[src/rtl/fb_rx_pkg.sv]
// Shared constants for the FREEDM-bus receive path: default frame geometry
// and bit positions inside the two-bit state vectors.
package fb_rx_pkg;

    // Default frame geometry
    localparam int FB_DATA_BYTES  = 4;
    localparam int FB_DELAY_BYTES = 2;
    localparam int FB_CRC_NIBBLES = 8;

    // The CRC nibble counter is fixed at 4 bits (up to 16 nibbles)
    localparam int FB_CRC_CNT_W   = 4;

    // Bit positions inside the two-bit Numb/Dist/Delay/Data state vectors
    localparam int FB_NIB_LO      = 0;
    localparam int FB_NIB_HI      = 1;

    // Which payload terminal value the byte counter compares against
    typedef enum logic [0:0] {
        FB_TERM_DELAY = 1'b0,
        FB_TERM_DATA  = 1'b1
    } fb_term_e;

    // True when either nibble of a two-bit state vector is active
    function automatic logic fb_nib_any(input logic [1:0] s);
        return s[FB_NIB_LO] | s[FB_NIB_HI];
    endfunction

endpackage

[src/rtl/fb_rx_termcnt.sv]
// Synchronous up-counter with clear, enable and load-zero, plus a compare
// against a run-time terminal value. Increments that would pass the terminal
// value return to zero instead of wrapping through the whole range.
module fb_rx_termcnt
    import fb_rx_pkg::*;
#(
    parameter int W = 8
) (
    input  logic         i_clk,
    input  logic         i_rst,
    input  logic         i_clr,
    input  logic         i_en,
    input  logic         i_ld0,
    input  logic [W-1:0] i_term,
    output logic [W-1:0] o_cnt,
    output logic         o_at_term
);

    logic [W-1:0] r_cnt;
    logic         w_at_term;

    assign w_at_term = (r_cnt == i_term);
    assign o_cnt     = r_cnt;
    assign o_at_term = w_at_term;

    // Count register: clear beats load-zero, load-zero beats increment
    always_ff @(posedge i_clk) begin
        if (i_rst || i_clr) begin
            r_cnt <= '0;
        end else if (i_ld0) begin
            r_cnt <= '0;
        end else if (i_en) begin
            r_cnt <= w_at_term ? '0 : r_cnt + 1'b1;
        end
    end

endmodule

[src/rtl/fb_rxcounters.sv]
// FREEDM-bus RX counters: byte and CRC-nibble counting, combinational
// frame-end qualifiers for the RX state machine, and truncation flagging.
// Optional frame-length watchdog enabled by defining FB_RXCNT_MAXLEN_EN.
module fb_rxcounters
    import fb_rx_pkg::*;
#(
    parameter int CNT_W       = 8,
    parameter int DATA_BYTES  = FB_DATA_BYTES,
    parameter int DELAY_BYTES = FB_DELAY_BYTES,
    parameter int CRC_NIBBLES = FB_CRC_NIBBLES,
    parameter int MAX_NIBBLES = 64
) (
    input  logic             MRxClk,
    input  logic             Reset,
    input  logic             MRxDV,
    input  logic             StateIdle,
    input  logic             StatePreamble,
    input  logic [1:0]       StateNumb,
    input  logic [1:0]       StateDist,
    input  logic [1:0]       StateDelay,
    input  logic [1:0]       StateData,
    input  logic             StateFrmCrc,
    output logic             DataFrameEnd,
    output logic             DelayFrameEnd,
    output logic             FrmCrcStateEnd,
    output logic [CNT_W-1:0] ByteCnt,
    output logic             RxAbort,
    output logic             FrameTooLong
);

    localparam int                CRC_W      = FB_CRC_CNT_W;
    localparam logic [CNT_W-1:0]  DATA_TERM  = CNT_W'(DATA_BYTES - 1);
    localparam logic [CNT_W-1:0]  DELAY_TERM = CNT_W'(DELAY_BYTES - 1);
    localparam logic [CRC_W-1:0]  CRC_TERM   = CRC_W'(CRC_NIBBLES - 1);

    logic             w_in_payload;
    logic             w_hi_nibble;
    fb_term_e         w_term_sel;
    logic [CNT_W-1:0] w_byte_term;
    logic             w_byte_at_term;
    logic [CRC_W-1:0] w_crc_cnt;
    logic             w_crc_at_term;
    logic             w_abort_cond;
    logic             r_rx_abort;
    logic             w_unused;

    // Payload decode: the byte counter only runs in Data/Delay and only
    // advances when a high nibble completes a byte.
    assign w_in_payload = fb_nib_any(StateData) | fb_nib_any(StateDelay);
    assign w_hi_nibble  = StateData[FB_NIB_HI] | StateDelay[FB_NIB_HI];
    assign w_term_sel   = fb_nib_any(StateData) ? FB_TERM_DATA : FB_TERM_DELAY;
    assign w_byte_term  = (w_term_sel == FB_TERM_DATA) ? DATA_TERM : DELAY_TERM;

    // Zero-latency end qualifiers so the state machine can leave in-cycle
    assign DataFrameEnd   = StateData[FB_NIB_HI]  & (ByteCnt == DATA_TERM);
    assign DelayFrameEnd  = StateDelay[FB_NIB_HI] & (ByteCnt == DELAY_TERM);
    assign FrmCrcStateEnd = StateFrmCrc & w_crc_at_term;

    fb_rx_termcnt #(
        .W (CNT_W)
    ) u_byte_cnt (
        .i_clk     (MRxClk),
        .i_rst     (Reset),
        .i_clr     (~w_in_payload),
        .i_en      (w_hi_nibble & MRxDV),
        .i_ld0     ((DataFrameEnd | DelayFrameEnd) & MRxDV),
        .i_term    (w_byte_term),
        .o_cnt     (ByteCnt),
        .o_at_term (w_byte_at_term)
    );

    // CRC nibbles are counted by time alone; MRxDV does not gate them
    fb_rx_termcnt #(
        .W (CRC_W)
    ) u_crc_cnt (
        .i_clk     (MRxClk),
        .i_rst     (Reset),
        .i_clr     (~StateFrmCrc),
        .i_en      (StateFrmCrc),
        .i_ld0     (FrmCrcStateEnd),
        .i_term    (CRC_TERM),
        .o_cnt     (w_crc_cnt),
        .o_at_term (w_crc_at_term)
    );

    // Carrier loss in states where the state machine has no abort path
    assign w_abort_cond = ~MRxDV & (fb_nib_any(StateNumb) | fb_nib_any(StateDist)
                                    | fb_nib_any(StateDelay));

    // Registered abort flag, high for as long as the loss persists
    always_ff @(posedge MRxClk) begin
        if (Reset) begin
            r_rx_abort <= 1'b0;
        end else begin
            r_rx_abort <= w_abort_cond;
        end
    end

    assign RxAbort = r_rx_abort;

`ifdef FB_RXCNT_MAXLEN_EN
    localparam int              NIB_W    = $clog2(MAX_NIBBLES) + 1;
    localparam logic [NIB_W-1:0] NIB_MAX  = NIB_W'(MAX_NIBBLES);
    localparam logic [NIB_W-1:0] NIB_LAST = NIB_W'(MAX_NIBBLES - 1);

    logic [NIB_W-1:0] r_nib_cnt;
    logic             r_too_long;

    // Frame-length watchdog: saturating nibble count, sticky flag set on
    // the edge that completes nibble MAX_NIBBLES, both cleared in Idle
    always_ff @(posedge MRxClk) begin
        if (Reset || StateIdle) begin
            r_nib_cnt  <= '0;
            r_too_long <= 1'b0;
        end else begin
            if (r_nib_cnt != NIB_MAX) begin
                r_nib_cnt <= r_nib_cnt + 1'b1;
            end
            if (r_nib_cnt == NIB_LAST) begin
                r_too_long <= 1'b1;
            end
        end
    end

    assign FrameTooLong = r_too_long;
    assign w_unused     = ^{StatePreamble, w_byte_at_term, w_crc_cnt};
`else
    assign FrameTooLong = 1'b0;
    assign w_unused     = ^{StatePreamble, StateIdle, w_byte_at_term, w_crc_cnt,
                            32'(MAX_NIBBLES)};
`endif

endmodule

[config.mk]
export PLATFORM = sky130hd
export DESIGN_NAME = fb_rxcounters
export DESIGN_NICKNAME = d
export VERILOG_FILES = /design/src/rtl/fb_rx_pkg.sv /design/src/rtl/fb_rx_termcnt.sv /design/src/rtl/fb_rxcounters.sv
export SDC_FILE = /design/constraint.sdc
export NUM_CORES = 1
export LEC_CHECK = 0
export ABC_CLOCK_PERIOD_IN_PS = 2300
export CORE_MARGIN = 4
export CORE_UTILIZATION = 46
export DETAILED_ROUTE_END_ITERATION = 6
export GPL_ROUTABILITY_DRIVEN = 0
export PLACE_DENSITY = 0.82
export SKIP_LAST_GASP = 1
export SLEW_MARGIN = 20
export SYNTH_ARGS = -nofsm -noshare
export SYNTH_HDL_FRONTEND = slang
export SYNTH_HIERARCHICAL = 1
export SYNTH_SLANG_ARGS = --single-unit
[constraint.sdc]
create_clock -name MRxClk -period 2.3 [get_ports MRxClk]
set_input_delay 0.69 -clock MRxClk [delete_from_list [all_inputs] [get_ports MRxClk]]
set_output_delay 0.69 -clock MRxClk [all_outputs]
set_load 0.03 [all_outputs]
==> results of run 1 <==
-- logic make-up after synthesis --
logic type | count (synthesis)
AO/OA/AOI/OAI | 12
flip-flops | 13
buffers and inverters | 5
AND/OR/NAND/NOR | 45
adder cells (fa/ha/maj) | 2
other | 2
XOR/XNOR | 19
multiplexers | 1
-- Yosys cell counts (all sizes together) (2+ instances only) --
master and count:
nor3 10, xnor2 11, ha 2, dfxtp 13, nor2 4, a211oi 2
a21oi 2, xor2 8, nand4 5, or2b 3, inv 3, buf 2
nor4 3, and2 2, o41ai 4, or3 3, nand2 7, conb 2
-- power breakdown --
group	switching, W	total, W	internal, W
registers	0.00000586	0.000233	0.000228
clock network	0.0000748	0.000142	0.0000673
logic	0.0000607	0.000120	0.0000596
total	0.000141	0.000496	0.000354
-- layout make-up --
class | count | area [µm²] | area share [%]
Multi-Input combinational cell | 91 | 673 | 50.6
Inverter | 3 | 11.3 | 0.847
Tap cell | 25 | 31.3 | 2.35
Timing Repair Buffer | 35 | 318 | 23.9
Clock buffer | 4 | 26.3 | 1.98
Sequential cell | 13 | 270 | 20.3
-- layout by cell type (no fill, tap or decap), types with 2 or more instances in the layout --
master / n
sky130_fd_sc_hd__nand4_1: 5
sky130_fd_sc_hd__or3_1: 2
sky130_fd_sc_hd__nor2_1: 4
sky130_fd_sc_hd__nand2_1: 7
sky130_fd_sc_hd__dfxtp_4: 2
sky130_fd_sc_hd__nor3_1: 8
sky130_fd_sc_hd__clkbuf_4: 3
sky130_fd_sc_hd__xnor2_1: 11
sky130_fd_sc_hd__inv_1: 3
sky130_fd_sc_hd__clkdlybuf4s50_1: 18
sky130_fd_sc_hd__xor2_1: 4
sky130_fd_sc_hd__conb_1: 12
sky130_fd_sc_hd__xor2_2: 4
sky130_fd_sc_hd__nor3_2: 2
sky130_fd_sc_hd__a21oi_1: 2
sky130_fd_sc_hd__dfxtp_2: 2
sky130_fd_sc_hd__buf_4: 15
sky130_fd_sc_hd__or2b_1: 3
sky130_fd_sc_hd__o41ai_1: 4
sky130_fd_sc_hd__dfxtp_1: 9
sky130_fd_sc_hd__dlymetal6s2s_1: 2
sky130_fd_sc_hd__ha_1: 2
sky130_fd_sc_hd__and2_1: 2
sky130_fd_sc_hd__nor4_2: 2
-- routing by layer --
layer  track usage (%)  vias to the layer above  share of wire (%)
met2              27.9                       23                 45
met4              10.2                        0                2.0
met5                 0                        -                  0
met3              2.28                        6                5.6
met1              24.1                      399                 47
li1                  -                      438                  -
-- stage by stage --
stage	total power [W]	setup TNS (ns)	instances	area (µm²)	hold slack, ns
final	0.000496	0	171	1330	0.537
after global routing	0.000522	-0.0248	171	1330	0.548
after CTS	0.000500	-0.0261	169	1300	0.561
after detailed placement	0.000359	-0.389	164	1260	0.580
after global placement	0.000356	-0.182	164	1260	0.579
after floorplan	0.000311	-0.0591	109	961	0.581
-- worst max-delay path, delay by kind of cell (launching register included) --
kind,cells,cell delay (ns)
flip-flops,1,0.35
buffers and inverters,1,0.20
AND/OR/NAND/NOR,2,0.76
-- flip-flops by register name, summed over array words and instances (netlist names) --
register          cells
RxAbort               1
u_crc_cnt/o_cnt       4
u_byte_cnt/o_cnt      8
-- how the worst max path moves through the flow --
stage	startpoint	to	slack (ns)	cells past startpoint
5_1_grt	u_byte_cnt/o_cnt[7]$_SDFFE_PP0P_	DelayFrameEnd	-0.01	3
3_5_place_dp	StateData[1]	u_byte_cnt/o_cnt[0]$_SDFFE_PP0P_	-0.05	7
2_1_floorplan	u_byte_cnt/o_cnt[0]$_SDFFE_PP0P_	DelayFrameEnd	-0.06	2
3_3_place_gp	StateDelay[1]	DelayFrameEnd	-0.04	4
6_report	u_byte_cnt/o_cnt[7]$_SDFFE_PP0P_	DelayFrameEnd	0.03	3
4_1_cts	u_byte_cnt/o_cnt[6]$_SDFFE_PP0P_	DelayFrameEnd	-0.03	3
-- timing repair --
action / CTS / global route
endpoints found under the setup margin: 1 / 3
buffers inserted: 1 / 2
gates resized for setup: 3 / 6
pin swaps: 2 / 2
==> PnR_summary.wiki, run 1 <==
{| class="wikitable"
! Metric !! Value
|-
| Number of remaining DRC errors || 0
|-
| Initial cell density of the core || 50.6%
|-
| Number of synthesized flops with an enable pin || 0
|-
| Share of async-settable or async-resettable flops after synthesis || 0%
|-
| Multiplexer fraction of the synthesized cell area || 1.10%
|-
| Simple-Gate Fraction of Synth Area || 31.1%
|-
| DP Worst Slack || -0.0528 ns
|-
| Worst path arrival time || 1.58 ns
|-
| Final standard cell utilization of the core || 73.8%
|-
| RSZ-0062 raised after global routing || true
|-
| Overall die area || 2760 µm²
|-
| Standard cell with the maximum stage delay on the critical path || sky130_fd_sc_hd__or4_4
|-
| Mean cell area of the mapped netlist || 9.21 µm²
|-
| Peak fanout along the critical path || 3
|-
| Chip Height || 52.5 µm
|-
| Largest family of logic cells by synthesized area || simple AND/OR/NAND/NOR gates
|-
| Warnings, synthesis || 6
|-
| Hold Path Depth || 2
|-
| Critical Path End Type || output pin
|-
| Flops & latches, synth || 13
|-
| Fraction of post-synthesis cell area in the top cell type by area || 28.5%
|-
| Leftover overflow at the end of global routing || 0
|-
| Depth of the worst register-to-register path || 7
|-
| Clock-pin slew on the worst setup and hold paths || 0.07 ns
|-
| Maximum number of pins on one net before global-route repair || 10
|-
| Static leakage || 0.508 nW
|-
| Power Density || 373 nW/µm²
|-
| Hold buffer count at CTS || 0
|-
| Synth area leaders || sky130_fd_sc_hd__dfxtp_1 (29%), sky130_fd_sc_hd__xnor2_1 (11%), sky130_fd_sc_hd__xor2_2 (7.1%)
|-
| Hold Crit Endpoint || u_byte_cnt/o_cnt[7]$_SDFFE_PP0P_
|-
| Fmax || 440 MHz
|-
| Setup violations, final || 0
|-
| Total wire length || 2.25 mm
|-
| Number of max-cap violations || 0
|-
| Number of antenna violations at the first check in global routing || 0
|-
| I/O Pins || 27
|-
| Remaining number of nets flagged by the antenna check after routing || 0
|-
| Critical hold path startpoint || u_byte_cnt/o_cnt[7]$_SDFFE_PP0P_
|-
| Clock latency at the later pin of the worst-skew pair || 0.28 ns
|-
| Htree depth || 1
|-
| Gate count after technology mapping || 99
|-
| Startpoint of the worst register-to-register path || u_byte_cnt/o_cnt[7]$_SDFFE_PP0P_
|-
| Main synth FF type || sky130_fd_sc_hd__dfxtp_1
|-
| Dominant cell type by area after synthesis || sky130_fd_sc_hd__dfxtp_1
|-
| Setup slack of the most critical reg-to-reg path || 0.35 ns
|-
| Setup crit start kind || register
|-
| Area added between synthesis and finish || 45.8%
|-
| Capture point of the worst reg-to-reg path || u_byte_cnt/o_cnt[1]$_SDFFE_PP0P_
|-
| Gr usage total || 18.1%
|-
| Wire length of the first global-routing pass || 3.66 mm
|-
| WS Path Type || register to output pin
|-
| Proportion of layout cells with a drive suffix above 1 || 26.0%
|-
| Detailed placer's ending HPWL || 1.70 mm
|-
| Result of the run || completed
|-
| Clock Sinks || 13
|-
| Area fraction in compound gates after synthesis || 10.8%
|-
| Path class of the lowest-slack min-delay path || register to register
|-
| Die width || 52.5 µm
|-
| Filler cell count in the final layout || 129
|-
| Min Tclk post-route || 2.27 ns
|-
| Diode insertion count for antenna repair || 0
|-
| Number of global-route vias before repair || 827
|-
| Avg WL per Cell || 13.2 µm
|-
| Period Utilization, post-route || 98.8%
|-
| Fraction of the mapped netlist area in adder cells || 2.74%
|-
| Hold Vio Cnt, Final || 0
|-
| Sequential-to-total area share from yosys stat || 28.5%
|-
| Area share of xor/xnor cells in the synthesized design || 21.5%
|-
| Critical path cell sequence || or4_4 > nor4_2 > buf_4
|-
| Final max-slew violation count || 0
|-
| Cell variety after synth || 37
|-
| Std-Cell Core Area || 1800 µm²
|-
| CTS tree || built
|-
| Maximum root-to-sink buffer count || 2
|-
| Vias post-DR || 866
|-
| Peak supply drop || 0.241 mV
|-
| Netlist area before placement || 912 µm²
|-
| DRT Pass-1 Iters || 4
|-
| Via/cell ratio || 5.06
|-
| Library cell used as clock root buffer || sky130_fd_sc_hd__clkbuf_4
|-
| Setup clock skew after layout || 0.00562 ns
|-
| Final worst-path setup slack || 0.0271 ns
|-
| Required time reported for the critical path endpoint || 1.61 ns
|-
| Drt first-iter violations || 16
|-
| Stage delay of the slowest cell on the critical path || 0.54 ns
|-
| Clock buffer count from CTS || 3
|-
| Final layout net count || 163
|-
| Count of input and output buffers || 23
|-
| Std-Cell Rows || 15
|}
(Power assumes the default switching activity.)
==> inputs of run 2 (changes only) <==
--- a/config.mk
+++ b/config.mk
@@ -5,6 +5,7 @@
 export SDC_FILE = /design/constraint.sdc
 export NUM_CORES = 1
 export LEC_CHECK = 0
+export ABC_AREA = 1
 export ABC_CLOCK_PERIOD_IN_PS = 2300
 export CORE_MARGIN = 4
 export CORE_UTILIZATION = 46
@@ -12,7 +13,6 @@
 export GPL_ROUTABILITY_DRIVEN = 0
 export PLACE_DENSITY = 0.82
 export SKIP_LAST_GASP = 1
-export SLEW_MARGIN = 20
 export SYNTH_ARGS = -nofsm -noshare
 export SYNTH_HDL_FRONTEND = slang
 export SYNTH_HIERARCHICAL = 1
==> run 2 against run 1 <==
  * Clock skew decreased by 0.0020 ns
  * Synthesized cell count increased by 61%
  * Via count increased by 16%
  * Non-clock buffer count decreased by 7
  * Utilization decreased by 6.4 points
  * Maximum frequency increased by 2.5%
  * Final cell count increased by 37%
  * Wire length decreased by 6.5%
  * Highest routed layer unchanged
==> PnR_summary.wiki, run 2 <==
{| class="wikitable"
! Metric !! Value
|-
| I/O Pins || 27 (unchanged)
|-
| Via/cell ratio || 4.28 (-16%)
|-
| Static leakage || 0.657 nW (+29%)
|-
| Hold Vio Cnt, Final || 0 (unchanged)
|-
| Number of remaining DRC errors || 0 (unchanged)
|-
| Area added between synthesis and finish || 40.6%
|-
| Number of global-route vias before repair || 949 (+15%)
|-
| Fraction of power consumed by sequential logic || 46.2% (-0.9 points)
|-
| Std-Cell Rows || 16 (+1)
|-
| Library cell used as clock root buffer || sky130_fd_sc_hd__clkbuf_4
|-
| Remaining number of nets flagged by the antenna check after routing || 0 (unchanged)
|-
| Critical Path End Type || output pin
|-
| Commonest cells after routing, fill and taps aside || sky130_fd_sc_hd__nand2_1 (45), sky130_fd_sc_hd__inv_1 (30), sky130_fd_sc_hd__nor2_1 (28)
|-
| Number of antenna violations at the first check in global routing || 0 (unchanged)
|-
| Die width || 53.2 µm (+1.3%)
|-
| Final worst-path setup slack || 0.0820 ns (+0.0549 ns)
|-
| Worst path arrival time || 1.53 ns (-0.05 ns)
|-
| Number of max-cap violations || 0 (unchanged)
|-
| WS Path Type || input port to output pin
|-
| Chip Height || 53.2 µm (+1.3%)
|-
| Net switching power || 0.000156 W (+10%)
|-
| Wire length of the first global-routing pass || 3.54 mm (-3.4%)
|-
| Warnings, synthesis || 6 (unchanged)
|-
| Overall die area || 2830 µm² (+2.7%)
|-
| Min Tclk post-route || 2.22 ns (-0.0549 ns)
|-
| Clock latency at the later pin of the worst-skew pair || 0.27 ns (about the same)
|-
| Final layout net count || 225 (+38%)
|-
| M2 GR Usage || 29.4% (+1.5 points)
|-
| Clock-pin slew on the worst setup and hold paths || 0.08 ns (about the same)
|-
| Gate count after technology mapping || 159 (+61%)
|-
| Post-CTS repair timing setup buffer count || 0 (-1)
|-
| Hold Path Depth || 2 (unchanged)
|-
| Tot Pwr || 0.000515 W (+3.8%)
|-
| Maximum root-to-sink buffer count || 2 (unchanged)
|-
| Avg WL per Cell || 8.95 µm (-32%)
|-
| Total wire length || 2.10 mm (-6.5%)
|-
| CTS tree || built
|-
| Result of the run || completed
|-
| Depth of the worst register-to-register path || 8 (+1)
|-
| Gr usage total || 16.9% (-1.2 points)
|-
| Clock Sinks || 13 (unchanged)
|-
| Peak fanout along the critical path || 3 (unchanged)
|-
| Count of input and output buffers || 23 (unchanged)
|-
| Clock buffer count from CTS || 3 (unchanged)
|-
| Netlist area before placement || 941 µm² (+3.2%)
|-
| Clock share of power || 27.9% (-0.8 points)
|-
| Mean cell area of the mapped netlist || 5.92 µm² (-36%)
|-
| Filler cell count in the final layout || 189 (+47%)
|-
| DRT Pass-1 Iters || 4 (unchanged)
|-
| Period Utilization, post-route || 96.4% (-2.4 points)
|-
| Global route hottest layer || met2
|-
| Internal power consumption || 0.000359 W (+1.3%)
|-
| Met3 global-route usage || 3.38% (+1.1 points)
|-
| Most frequent standard cell in the layout excluding fill and tap cells || sky130_fd_sc_hd__nand2_1
|-
| Setup violations, final || 0 (unchanged)
|-
| Gate power share || 25.9% (+1.6 points)
|-
| DP Worst Slack || -0.0369 ns (+0.0159 ns)
|-
| Setup tns final || 0 ns (unchanged)
|-
| Vias post-DR || 1005 (+16%)
|-
| Global-route met1 utilization || 18.8% (-5.3 points)
|-
| Number of flip-flops in the largest register || 8 (unchanged)
|-
| Diode insertion count for antenna repair || 0 (unchanged)
|-
| Setup crit start kind || input port
|-
| Net Sw Frac || 30.2% (+1.7 points)
|-
| Maximum number of pins on one net before global-route repair || 8 (-2)
|-
| Path class of the lowest-slack min-delay path || register to register
|-
| Std-Cell Core Area || 1960 µm² (+8.9%)
|-
| RSZ-0062 raised after global routing || false
|-
| Proportion of layout cells with a drive suffix above 1 || 11.1% (-15 points)
|-
| Drt first-iter violations || 22 (+6)
|-
| Detailed placer's ending HPWL || 1.74 mm (+2.6%)
|-
| Leftover overflow at the end of global routing || 0 (unchanged)
|-
| Power Density || 389 nW/µm² (+4.4%)
|-
| Setup clock skew after layout || 0.00364 ns (-0.00198 ns)
|-
| Fmax || 451 MHz (+2.5%)
|-
| Htree depth || 1 (unchanged)
|-
| Hold buffer count at CTS || 0 (unchanged)
|-
| Tightest hold margin || 0.568 ns (+0.0318 ns)
|-
| Required time reported for the critical path endpoint || 1.61 ns (about the same)
|-
| Initial cell density of the core || 48.0% (-2.7 points)
|-
| Final max-slew violation count || 0 (unchanged)
|-
| Peak supply drop || 0.438 mV (+82%)
|}
## run 2: path summary, 6_finish.rpt
| path | start | to | slack [ns] |
|---|---|---|---|
| hold / removal | u_crc_cnt/o_cnt[3]$_SDFFE_PP0P_ | u_crc_cnt/o_cnt[3]$_SDFFE_PP0P_ | 0.57 |
| setup / recovery | StateData[1] | DataFrameEnd | 0.08 |
| hold reg to reg | u_crc_cnt/o_cnt[3]$_SDFFE_PP0P_ | u_crc_cnt/o_cnt[3]$_SDFFE_PP0P_ | 0.57 |
| setup reg to reg | u_byte_cnt/o_cnt[1]$_SDFFE_PP0P_ | u_byte_cnt/o_cnt[2]$_SDFFE_PP0P_ | 0.81 |
## run 2: worst max-delay path, stage by stage
cell                              delay (ns)
sky130_fd_sc_hd__clkdlybuf4s50_1        0.49
sky130_fd_sc_hd__nand2_1                0.07
sky130_fd_sc_hd__nor2_1                 0.11
sky130_fd_sc_hd__buf_4                  0.16
## run 2: what timing repair did
action | 4_1_cts | 5_1_grt
setup endpoints to repair | 1 | 0
gates resized for setup | 2 | 0
hold endpoints to repair | 0 | 0
## run 2: power by group through the flow
stage	clock network [W]	registers (W)	logic, W
global placement	0	0.000242	0.000127
detailed placement	0	0.000243	0.000132
CTS	0.000148	0.000238	0.000132
floorplan	0	0.000254	0.0000657
finish	0.000144	0.000238	0.000133
global route	0.000160	0.000239	0.000148
## run 2: cell type report
class | count | area, µm² | share of cell area [%]
multi-input cells | 131 | 623 | 47.1
inverters | 32 | 120 | 9.08
flip-flops and latches | 13 | 260 | 19.7
repair buffers | 28 | 259 | 19.6
well taps | 27 | 33.8 | 2.55
clock buffers | 4 | 26.3 | 1.99
## run 2: layer usage
metal  part of all wire, %  vias to the layer above
li1                      -                      543
met1                    43                      439
met2                    52                       15
met3                   2.6                        8
met4                   2.6                        0
met5                     0                        -
## run 2: stage by stage
stage	utilization, %	std cells	cell area [µm²]
2_1_floorplan	-	177	1010
3_3_place_gp	66.0	231	1290
3_5_place_dp	66.0	231	1290
4_1_cts	67.4	235	1320
5_1_grt	67.4	235	1320
6_report	67.4	235	1320
==> inputs of run 3 (changes only) <==
--- a/config.mk
+++ b/config.mk
@@ -7,6 +7,7 @@
 export LEC_CHECK = 0
 export ABC_AREA = 1
 export ABC_CLOCK_PERIOD_IN_PS = 2300
+export CAP_MARGIN = 20
 export CORE_MARGIN = 4
 export CORE_UTILIZATION = 46
 export DETAILED_ROUTE_END_ITERATION = 6
==> constraint.sdc (replaced) <==
create_clock -name MRxClk -period 2.3 [get_ports MRxClk]
set_input_delay 0.23 -clock MRxClk [delete_from_list [all_inputs] [get_ports MRxClk]]
set_output_delay 0.23 -clock MRxClk [all_outputs]
set_load 0.03 [all_outputs]
==> run 3 against run 2 <==
  * Flip-flop and latch count is the same
  * Sequential power is essentially flat
  * Clock power grew 3%
  * Sequential share of layout area grew 0.36 points
  * Wire length grew 2.6%
==> PnR_summary.wiki, run 3 (same netlist as run 2, synthesis figures left out) <==
{| class="wikitable"
! Metric !! Value
|-
| Number of remaining DRC errors || 0 (unchanged)
|-
| Library cell used as clock root buffer || sky130_fd_sc_hd__clkbuf_4
|-
| Power Density || 393 nW/µm² (+1.0%)
|-
| Number of max-cap violations || 0 (unchanged)
|-
| Total non-filler cell area in the finished layout || 1300 µm² (-1.8%)
|-
| Clock Sinks || 13 (unchanged)
|-
| Std-Cell Rows || 16 (unchanged)
|-
| Avg WL per Cell || 9.34 µm (+4.3%)
|-
| Clock share of power || 28.9% (+1.0 points)
|-
| Count of input and output buffers || 23 (unchanged)
|-
| Period Utilization, post-route || 93.4% (-3.0 points)
|-
| Placed instance area || 1270 µm² (-1.7%)
|-
| I/O Pins || 27 (unchanged)
|-
| Wire length of the first global-routing pass || 3.59 mm (+1.4%)
|-
| Die width || 53.2 µm (unchanged)
|-
| Initial cell density of the core || 48.0% (unchanged)
|-
| Result of the run || completed
|-
| RSZ-0062 raised after global routing || false
|-
| Overall die area || 2830 µm² (unchanged)
|-
| Setup clock skew after layout || 0.00680 ns (+0.00316 ns)
|-
| Clock-pin slew on the worst setup and hold paths || 0.08 ns (about the same)
|-
| Total wire length || 2.16 mm (+2.6%)
|-
| Path class of the lowest-slack min-delay path || register to register
|-
| Proportion of layout cells with a drive suffix above 1 || 7.35% (-3.7 points)
|-
| Hold buffer count at CTS || 0 (unchanged)
|-
| Peak fanout along the critical path || 3 (unchanged)
|-
| Leftover overflow at the end of global routing || 0 (unchanged)
|-
| Setup violations, final || 0 (unchanged)
|-
| CTS tree || built
|-
| Flip-flop and latch area || 260 µm² (unchanged)
|-
| DRT Pass-1 Iters || 4 (unchanged)
|-
| Setup tns final || 0 ns (unchanged)
|-
| Maximum number of pins on one net before global-route repair || 8 (unchanged)
|-
| Final max-slew violation count || 0 (unchanged)
|-
| Multi-input combinational cell area || 621 µm² (-0.40%)
|-
| Number of antenna violations at the first check in global routing || 0 (unchanged)
|-
| Clock buffer count from CTS || 3 (unchanged)
|-
| Min Tclk post-route || 2.15 ns (-0.0695 ns)
|-
| Gr usage total || 17.2% (+0.24 points)
|-
| Number of global-route vias before repair || 965 (+1.7%)
|-
| Clock latency at the later pin of the worst-skew pair || 0.28 ns (about the same)
|-
| Std-Cell Core Area || 1960 µm² (unchanged)
|-
| Hold Vio Cnt, Final || 0 (unchanged)
|-
| Fmax || 465 MHz (+3.2%)
|-
| Internal power consumption || 0.000354 W (-1.5%)
|-
| Remaining number of nets flagged by the antenna check after routing || 0 (unchanged)
|-
| Net Sw Frac || 30.8% (+0.52 points)
|-
| Critical Path End Type || output pin
|-
| Setup crit start kind || register
|-
| Filler cell count in the final layout || 209 (+11%)
|-
| Detailed placer's ending HPWL || 1.75 mm (+0.39%)
|-
| Number of flip-flops in the largest register || 8 (unchanged)
|-
| Tot Pwr || 0.000511 W (-0.79%)
|-
| Maximum root-to-sink buffer count || 2 (unchanged)
|-
| Worst path arrival time || 1.92 ns (+0.39 ns)
|-
| Count of instances resized after the clock tree is built || 0 (-2)
|-
| Chip Height || 53.2 µm (unchanged)
|-
| Final layout net count || 221 (-1.8%)
|-
| Area added between synthesis and finish || 38.0%
|-
| Fraction of power consumed by sequential logic || 47.0% (+0.8 points)
|-
| Required time reported for the critical path endpoint || 2.07 ns (+0.46 ns)
|-
| Most frequent standard cell in the layout excluding fill and tap cells || sky130_fd_sc_hd__nand2_1
|-
| Static leakage || 0.630 nW (-4.2%)
|-
| Drt first-iter violations || 15 (-32%)
|-
| Net switching power || 0.000157 W (+0.91%)
|-
| Commonest cells after routing, fill and taps aside || sky130_fd_sc_hd__nand2_1 (45), sky130_fd_sc_hd__inv_1 (30), sky130_fd_sc_hd__nor2_1 (29)
|-
| WS Path Type || register to output pin
|-
| Diode insertion count for antenna repair || 0 (unchanged)
|-
| Via/cell ratio || 4.43 (+3.7%)
|-
| Post-CTS repair timing setup buffer count || 0 (unchanged)
|-
| Htree depth || 1 (unchanged)
|-
| Gate power share || 24.0% (-1.9 points)
|-
| Vias post-DR || 1024 (+1.9%)
|-
| Peak supply drop || 0.432 mV (-1.4%)
|-
| Final standard cell utilization of the core || 66.2% (-1.2 points)
|}
run 3: changes by cell type in the layout (fill, tap and decap cells not counted), sizes merged:
cell           delta
dlygate4sd2       -1
clkdlybuf4s50     +4
buf               -7
run 3: per-stage QoR:
stage	hold WS, ns	worst slack, ns	cells
after floorplan	0.372	0.799	177
after CTS	0.563	0.136	231
final	0.555	0.152	231
after detailed placement	0.540	0.307	227
after global routing	0.607	0.0435	231
after global placement	0.535	0.327	227
run 3: worst paths after layout:
| check | endpoint | startpoint | depth (start not counted) | slack [ns] |
|---|---|---|---|---|
| setup / recovery | FrmCrcStateEnd | u_crc_cnt/o_cnt[2]$_SDFFE_PP0P_ | 7 | 0.15 |
| setup reg to reg | u_byte_cnt/o_cnt[2]$_SDFFE_PP0P_ | u_byte_cnt/o_cnt[3]$_SDFFE_PP0P_ | 9 | 0.77 |
| hold reg to reg | u_crc_cnt/o_cnt[3]$_SDFFE_PP0P_ | u_crc_cnt/o_cnt[3]$_SDFFE_PP0P_ | 2 | 0.55 |
| hold / removal | u_crc_cnt/o_cnt[3]$_SDFFE_PP0P_ | u_crc_cnt/o_cnt[3]$_SDFFE_PP0P_ | 2 | 0.55 |
run 3: final cells by class:
type                       instances  area share [%]
inverter                          32            9.25
tap                               27            2.60
multi-input combinational        131            47.8
timing repair buffer              24            18.3
clock buffer                       4            2.02
sequential                        13            20.0
run 3: critical path, stage by stage, from the launching register on:
cell and delay, ns:
sky130_fd_sc_hd__dfxtp_1 0.35, sky130_fd_sc_hd__inv_1 0.07, sky130_fd_sc_hd__nand2_1 0.06, sky130_fd_sc_hd__nand2_1 0.07, sky130_fd_sc_hd__nor4_1 0.28, sky130_fd_sc_hd__nand2_1 0.08, sky130_fd_sc_hd__inv_1 0.08, sky130_fd_sc_hd__clkdlybuf4s50_1 0.66
run 3: power groups by stage:
| stage | Sequential (W) | Clock (W) | Combinational [W] |
|---|---|---|---|
| finish | 0.000240 | 0.000148 | 0.000123 |
| global route | 0.000242 | 0.000161 | 0.000138 |
| CTS | 0.000240 | 0.000153 | 0.000122 |
| detailed placement | 0.000245 | 0 | 0.000121 |
| global placement | 0.000245 | 0 | 0.000117 |
| floorplan | 0.000254 | 0 | 0.0000657 |
run 3: per-layer routing:
metal  global-route usage [%]  up-vias  wire, µm
li1                         -      533         -
met1                     16.0      461       820
met2                     33.7       25      1210
met3                     4.23        5        88
met4                     8.51        0        41
met5                        0        -         0
